[config.mk]
export PLATFORM = sky130hd
export DESIGN_NAME = addr_mux_pipe
export DESIGN_NICKNAME = d
export VERILOG_FILES = /design/src/rtl/addr_mux_pkg.sv /design/src/rtl/addr_mux_sel.sv /design/src/rtl/addr_mux_pipe.sv
export SDC_FILE = /design/constraint.sdc
export NUM_CORES = 1
export LEC_CHECK = 0
export ABC_CLOCK_PERIOD_IN_PS = 2600
export CAP_MARGIN = 0
export CORE_AREA = 4 4 43 45
export CTS_CLUSTER_SIZE = 12
export DETAILED_ROUTE_END_ITERATION = 8
export DIE_AREA = 0 0 47 49
export MAX_ROUTING_LAYER = met4
export PLACE_DENSITY_LB_ADDON = 0.15
export SKIP_LAST_GASP = 1
export SYNTH_ARGS = -nofsm -noshare
export SYNTH_HDL_FRONTEND = slang
export SYNTH_SLANG_ARGS = --single-unit
[constraint.sdc]
create_clock -name clk -period 2.6 [get_ports clk]
set_input_delay 0.26 -clock clk [delete_from_list [all_inputs] [get_ports clk]]
set_output_delay 0.26 -clock clk [all_outputs]
set_load 0.05 [all_outputs]
[src/rtl/addr_mux_pkg.sv]
// Shared definitions for the address mux pipeline: FSM state encoding and
// default channel geometry.
package addr_mux_pkg;

  localparam int DEF_WIDTH  = 5;
  localparam int DEF_NUM_IN = 2;

  // Encodings kept as plain constants so older code comparing raw bits still works.
  localparam logic [1:0] ST_EMPTY = 2'd0;
  localparam logic [1:0] ST_ONE   = 2'd1;
  localparam logic [1:0] ST_TWO   = 2'd2;

  typedef enum logic [1:0] {
    EMPTY = ST_EMPTY,
    ONE   = ST_ONE,
    TWO   = ST_TWO
  } state_t;

  function automatic int sel_width(input int num_in);
    return (num_in > 1) ? $clog2(num_in) : 1;
  endfunction

endpackage

[src/rtl/addr_mux_sel.sv]
// Combinational NUM_IN:1 selector over a flattened address bus. A select value
// with no matching channel yields an all-zero word and raises oor.
module addr_mux_sel
  import addr_mux_pkg::*;
#(
  parameter int WIDTH  = DEF_WIDTH,
  parameter int NUM_IN = DEF_NUM_IN,
  localparam int SEL_W = sel_width(NUM_IN)
) (
  input  logic [NUM_IN*WIDTH-1:0] addr_in,
  input  logic [SEL_W-1:0]        sel,
  output logic [WIDTH-1:0]        word,
  output logic                    oor
);

  always_comb begin
    word = '0;
    oor  = 1'b1;
    for (int k = 0; k < NUM_IN; k++) begin
      if (int'(sel) == k) begin
        word = addr_in[k*WIDTH +: WIDTH];
        oor  = 1'b0;
      end
    end
  end

endmodule

[src/rtl/addr_mux_pipe.sv]
// Registered address mux with a valid/ready handshake and a one-entry skid
// buffer. Define ADDR_MUX_PIPE_SELCHK_EN to add the sel_err flag per word.
module addr_mux_pipe
  import addr_mux_pkg::*;
#(
  parameter int WIDTH  = DEF_WIDTH,
  parameter int NUM_IN = DEF_NUM_IN,
  localparam int SEL_W = sel_width(NUM_IN)
) (
  input  logic                    clk,
  input  logic                    reset,
  input  logic [NUM_IN*WIDTH-1:0] addr_in,
  input  logic [SEL_W-1:0]        sel,
  input  logic                    in_valid,
  output logic                    in_ready,
  output logic [WIDTH-1:0]        addr_out,
  output logic                    out_valid,
`ifdef ADDR_MUX_PIPE_SELCHK_EN
  output logic                    sel_err,
`endif
  input  logic                    out_ready
);

  logic [WIDTH-1:0] word_p0;
  logic             in_xfer;
  logic             out_xfer;
  logic             load_main;
  logic             load_skid;
  logic             pop_skid;
  state_t           state;
  state_t           state_nxt;
  logic [WIDTH-1:0] main_p1;
  logic [WIDTH-1:0] skid_p1;

`ifdef ADDR_MUX_PIPE_SELCHK_EN
  logic oor_p0;
  logic err_main_p1;
  logic err_skid_p1;
`else
  logic oor_unused;
`endif

  // ---- stage p0: channel select on the incoming word ----
  addr_mux_sel #(
    .WIDTH  (WIDTH),
    .NUM_IN (NUM_IN)
  ) u_sel (
    .addr_in (addr_in),
    .sel     (sel),
    .word    (word_p0),
`ifdef ADDR_MUX_PIPE_SELCHK_EN
    .oor     (oor_p0)
`else
    .oor     (oor_unused)
`endif
  );

  assign in_xfer  = in_valid && in_ready;
  assign out_xfer = out_valid && out_ready;

  always_comb begin
    state_nxt = state;
    case (state)
      EMPTY: if (in_xfer) state_nxt = ONE;
      ONE: begin
        if (in_xfer && !out_xfer)      state_nxt = TWO;
        else if (!in_xfer && out_xfer) state_nxt = EMPTY;
      end
      TWO:     if (out_xfer) state_nxt = ONE;
      default: state_nxt = EMPTY;
    endcase
  end

  // The main register takes a new word when it is free or being drained in the
  // same cycle; otherwise an accepted word parks in the skid register.
  assign load_main = in_xfer && ((state == EMPTY) || ((state == ONE) && out_xfer));
  assign load_skid = in_xfer && (state == ONE) && !out_xfer;
  assign pop_skid  = (state == TWO) && out_xfer;

  // ---- stage p1: main/skid storage and handshake state ----
  always_ff @(posedge clk) begin
    if (reset) begin
      state    <= EMPTY;
      in_ready <= 1'b1;
      main_p1  <= '0;
      skid_p1  <= '0;
    end else begin
      state    <= state_nxt;
      in_ready <= (state_nxt != TWO);
      if (load_main)     main_p1 <= word_p0;
      else if (pop_skid) main_p1 <= skid_p1;
      if (load_skid)     skid_p1 <= word_p0;
    end
  end

`ifdef ADDR_MUX_PIPE_SELCHK_EN
  always_ff @(posedge clk) begin
    if (reset) begin
      err_main_p1 <= 1'b0;
      err_skid_p1 <= 1'b0;
    end else begin
      if (load_main)     err_main_p1 <= oor_p0;
      else if (pop_skid) err_main_p1 <= err_skid_p1;
      if (load_skid)     err_skid_p1 <= oor_p0;
    end
  end

  assign sel_err = err_main_p1;
`endif

  assign addr_out  = main_p1;
  assign out_valid = (state != EMPTY);

endmodule

==> metrics.md, run 1 <==
| Metric | Value |
|---|---|
| Mapped cell area | `627 um^2` |
| Post-route cell area | `roughly 870 um^2` |
| Yosys reg bits | `13` |
| TNS Setup | `0 ps` |
| Setup Crit Path Kind | `flop to primary output` |
| Hold Path Class | `flop to flop` |
| WHS | `499 ps` |
| Routed wire length | `approximately 1200 um` |
| Most common cell after layout, fill and taps aside | `clkdlybuf4s50_1` |
| Vias in the first global route | `between 400 and 500` |
| Antenna-violating nets left | `0` |
| Gates resized, CTS repair | `0` |
| Hold buffers post-CTS | `0` |
| Root Buffer | `clkbuf_4` |
| Pre-CTS WS | `757 ps` |
| Share of layout cells above drive strength 1 | `~6.0%` |
| GRT overflow | `0` |
| Filler instances | `between 100 and 150` |
| Final setup margin | `~620 ps` |
| # DRC | `0` |
| Power Dens Cells | `around 530 nW/um^2` |
| Area after DPL | `840 um^2` |
| CTS buffer count | `3` |
| WP data arrival | `1720 ps` |
| Netlist cell types | `19` |
| Area of the multi-input gates | `about 350 um^2` |
| Status | `completed` |
| Rel. slew slack | `between 60% and 70%` |
| Final period util | `between 70 and 80%` |
| Warnings from Yosys | `0` |
| Crit start category | `flop` |
| Synth Instances | `a little over 60` |
| Initial antenna violation count | `0` |
| Wirelength per Cell | `roughly 12 um` |
| Seq/Total Area, Yosys | `around two fifths` |
| Die width | `roughly 47 um` |
| Total GRT Usage | `12.5%` |
| CP max FO | `9` |
| Initial DRC Count | `5` |
| Num Clock Sinks | `13` |
| Clock transition at path regs | `70 ps` |
| CTS H-tree lvls | `1` |
| Max-Cap Viols | `0` |
| Ant. Diodes | `0` |
| DIE HEIGHT | `approximately 50 um` |
| CTS tree | `done` |
| Clock Skews | `around 5.7 ps` |
| Setup Buffers After CTS | `0` |
| Max IR drop VDD | `0.412 mV` |
| Reg area | `approximately 260 um^2` |
| CTS max path bufs | `2` |
| Final Max Slew Viols | `0` |
| PortBufs | `21` |
| Die Area | `2300 um^2` |
| Slew @ Worst Pin | `495 ps` |
| Site row count | `14` |
| Avg Cell Area, Syn | `10.1 um^2` |
| Num ports | `22` |
| Leakage | `roughly 0.38 nW` |
| Starting Density | `between 40% and 50%` |
| Crit end category | `primary output` |
| Largest net degree at the start of global routing | `13` |
| Vias/cell | `~5.0` |
| Fin nets | `99` |
| Max Clock Freq | `approximately 0.51 GHz` |
| Data required time of the worst path | `about 2300 ps` |
| P&R area growth vs syn | `38.1%` |
| DPL Wire Length | `~930 um` |
| First-pass GRT wire length | `~2100 um` |
| Core area | `between 1000 and 1500 um^2` |
| Initial DRT Pass Iterations | `2` |
| Crit path time final | `between 1500 and 2000 ps` |
| Clock latency on the worst-skew pair | `approximately 270 ps` |
| Final hold vios | `0` |
| Most frequent cells in the layout | `clkdlybuf4s50_1 (21), mux2i_1 (15), dfxtp_1 (13)` |
| RSZ-0062 raised after global routing | `no` |
| Final Setup Violations | `0` |
| Final core utilization | `roughly three fifths` |
| Gpl congestion | `roughly 0.73` |
| Vias | `slightly below 500` |
| Syn nets | `between 70 and 80` |
==> layout make-up <==
cell class | instances | share of cell area (%)
Sequential cell | 13 | 30.1
Clock buffer | 4 | 3.03
Multi-Input combinational cell | 44 | 39.9
Timing Repair Buffer | 21 | 24.3
Tap cell | 16 | 2.31
Inverter | 1 | 0.434
==> flip-flops by register name, indices dropped and copies added, names as in the netlist <==
name	cells
state	2
in_ready	1
addr_out	5
skid_p1	5
==> worst max-delay path, cell delays in order, from the launching register on <==
cell	delay [ps]
dfxtp_1	490
or2_2	170
clkdlybuf4s50_1	790
==> power breakdown <==
group	total, mW	leakage (nW)	internal [mW]	switching, mW
sequential	0.220	0.106	0.212	0.00802
combinational	0.120	0.255	0.0584	0.0614
clock	0.118	0.0150	0.0593	0.0584
total	0.457	0.377	0.329	0.128
==> cells in the mapped netlist <==
library cell,number,area (um^2)
mux2i_1,15,150
dfxtp_1,13,260
a211oi_1,7,52.6
nor2_1,6,22.5
and2b_1,4,30.0
buf_2,2,10.0
nand2_1,2,7.51
nor2b_1,2,12.5
buf_1,1,3.75
clkbuf_1,1,3.75
inv_1,1,3.75
nand2b_1,1,6.26
nand3b_1,1,7.51
nand4b_1,1,8.76
nor3b_4,1,18.8
o21a_1,1,7.51
o22a_1,1,8.76
or2_2,1,6.26
or3_1,1,6.26
==> metrics by stage <==
step,power (mW),std cells
finish,0.457,99
global route,0.483,99
CTS,0.465,99
detailed placement,0.345,95
global placement,0.344,95
floorplan,0.300,62
==> logic make-up after synthesis <==
| kind of cell | share of synthesized area (%) |
|---|---|
| simple gates | 20.2 |
| mux | 24.0 |
| flops | 41.5 |
| buf+inv | 3.39 |
| compound gates | 11.0 |
==> worst paths after layout <==
| check | startpoint | endpoint | slack, ps | depth (start not counted) |
|---|---|---|---|---|
| max | state[1] | out_valid | 620 | 2 |
| min | skid_p1[1] | skid_p1[1] | 500 | 2 |
| max reg2reg | state[0] | addr_out[1] | 1170 | 4 |
| min reg2reg | skid_p1[1] | skid_p1[1] | 500 | 2 |
==> per-layer routing <==
| metal | vias up | global-route usage [%] | wire, um |
|---|---|---|---|
| met1 | 219 | 15.4 | 554 |
| met4 | 0 | 2.76 | 17 |
| met2 | 11 | 18.3 | 543 |
| met5 | - | - | 0 |
| li1 | 262 | - | - |
| met3 | 2 | 5.90 | 83 |
(Power assumes the default switching activity.)
==> run 2: changes to the inputs <==
ABC_CLOCK_PERIOD_IN_PS = 1700   (was 2600)
CORE_AREA = 4 4 46 48   (was 4 4 43 45)
DIE_AREA = 0 0 50 52   (was 0 0 47 49)
clock period = 1.7 ns   (was 2.6 ns; I/O delays follow)
==> run 2 against run 1 <==
Against the previous run: total power up 58%; die area up 13%; via count is 5.1% higher; non-clock buffer count increased by 4; critical path depth down 1; worst hold slack gained 5.3 ps; flip-flop and latch count did not move; sequential power rose by 53%; clock skew is 0.62 ps higher; routed wire length grew 7.7%; combinational power grew 66%; largest power group unchanged.
==> metrics.md, run 2 (synthesis results as in run 1) <==
| Metric | Value |
|---|---|
| Status | `completed` |
| # DRC | `0` |
| Total GRT Usage | `between 10% and 20%` |
| Final hold vios | `0` |
| Power Dens Cells | `a little under 800 nW/um^2` |
| Crit path time final | `around 1600 ps` |
| CTS max path bufs | `2` |
| P&R area growth vs syn | `48.5%` |
| Share of layout cells above drive strength 1 | `approximately an eighth` |
| CP Cell Sequence | `clkdlybuf4s50_1` |
| PortBufs | `21` |
| Data required time of the worst path | `1530 ps` |
| GRT overflow | `0` |
| Reg2Reg Depth | `4` |
| Gpl congestion | `about 0.77` |
| Clock latency on the worst-skew pair | `about 270 ps` |
| WP data arrival | `1430 ps` |
| RSZ-0062 raised after global routing | `no` |
| Area after DPL | `roughly 900 um^2` |
| Max-Cap Viols | `0` |
| Starting Density | `a little under two fifths` |
| Slew @ Worst Pin | `between 500 and 600 ps` |
| TNS Setup | `0 ps` |
| Hold buffers post-CTS | `0` |
| Leakage | `approximately 0.4 nW` |
| Final period util | `between 90% and 100%` |
| Most common cell after layout, fill and taps aside | `clkdlybuf4s50_1` |
| Vias/cell | `4.63` |
| CP bufs+invs | `1` |
| Num ports | `22` |
| Worst R2R Start | `state[0]` |
| Largest net degree at the start of global routing | `13` |
| Most frequent cells in the layout | `clkdlybuf4s50_1 (20), mux2i_1 (15), dfxtp_1 (12)` |
| Worst setup path end | `addr_out[1]` |
| CP max stage delay | `approximately 810 ps` |
| FF-to-FF setup slack | `270 ps` |
| CP Launch Point | `addr_out[1]` |
| Min-Delay Path Depth | `2` |
| Area of the multi-input gates | `about 350 um^2` |
| Site row count | `15` |
| Vias in the first global route | `just under 500` |
| CTS buffer count | `3` |
| Root Buffer | `clkbuf_4` |
| Crit start category | `flop` |
| Clock Skews | `6.30 ps` |
| Reg2reg end | `addr_out[1]` |
| Initial antenna violation count | `0` |
| Ant. Diodes | `0` |
| WHS | `slightly above 500 ps` |
| Setup Crit Path Kind | `flop to primary output` |
| Reg area | `262 um^2` |
| Setup Buffers After CTS | `0` |
| Vias | `around 520` |
| First-pass GRT wire length | `around 2200 um` |
| Fin nets | `~100` |
| Final Setup Violations | `0` |
| CTS H-tree lvls | `1` |
| Clock transition at path regs | `~70 ps` |
| Num Clock Sinks | `13` |
| CTS tree | `done` |
| Filler instances | `approximately 160` |
| Crit end category | `primary output` |
| Wirelength per Cell | `11.5 um` |
| Die width | `around 50 um` |
| Initial DRC Count | `10` |
| Gates resized, CTS repair | `0` |
| DIE HEIGHT | `around 52 um` |
| CP max FO | `2` |
| Max Clock Freq | `0.625 GHz` |
| CP top delay family | `buffers and inverters` |
| Core area | `1710 um^2` |
| Post-route cell area | `roughly 930 um^2` |
| Hold Path Class | `flop to flop` |
| Max IR drop VDD | `about 0.56 mV` |
| Final Max Slew Viols | `0` |
| Crit. path cell count | `1` |
| Routed wire length | `1290 um` |
| DPL Wire Length | `just over 1000 um` |
| Initial DRT Pass Iterations | `4` |
| Rel. slew slack | `roughly two thirds` |
| Die Area | `roughly 2600 um^2` |
| Antenna-violating nets left | `0` |
| Slowest cell on crit path | `clkdlybuf4s50_1` |
[run 2: cell types whose count changed in the layout (fill, tap and decap cells not counted), sizes merged]
cell | previous run | this run
buf | 0 | 5
clkdlybuf4s50 | 21 | 20
[run 2: how the worst min path moves through the flow]
stage,from,to
finish,skid_p1[2],skid_p1[2]
CTS,skid_p1[0],skid_p1[0]
detailed placement,skid_p1[0],skid_p1[0]
global route,skid_p1[3],skid_p1[3]
global placement,skid_p1[1],skid_p1[1]
floorplan,reset,state[1]
[run 2: routing by layer]
layer | GRT usage [%] | wire, um | up-vias
li1 | - | - | 270
met1 | 12.7 | 571 | 234
met2 | 17.8 | 618 | 13
met3 | 6.88 | 93 | 2
met4 | 2.76 | 6 | 0
met5 | - | 0 | -
[run 2: layout make-up]
class | count | share of cell area (%)
multi-input combinational | 44 | 37.1
timing repair buffer | 25 | 28.2
sequential | 13 | 28.1
tap | 25 | 3.36
clock buffer | 4 | 2.82
inverter | 1 | 0.403
[run 2: power breakdown]
group | internal [mW] | total [mW] | switching, mW
clock | 0.0910 | 0.185 | 0.0940
sequential | 0.324 | 0.336 | 0.0121
combinational | 0.102 | 0.199 | 0.0974
total | 0.517 | 0.720 | 0.203
[run 2: through the flow]
stage | util [%] | total power, mW | instances | worst slack, ps
floorplan | - | 0.459 | 62 | 179
global placement | 53.0 | 0.542 | 108 | 25.1
detailed placement | 53.0 | 0.544 | 108 | 5.18
CTS | 54.5 | 0.733 | 112 | 88.5
global route | 54.5 | 0.766 | 112 | 53.0
finish | 54.5 | 0.720 | 112 | 100
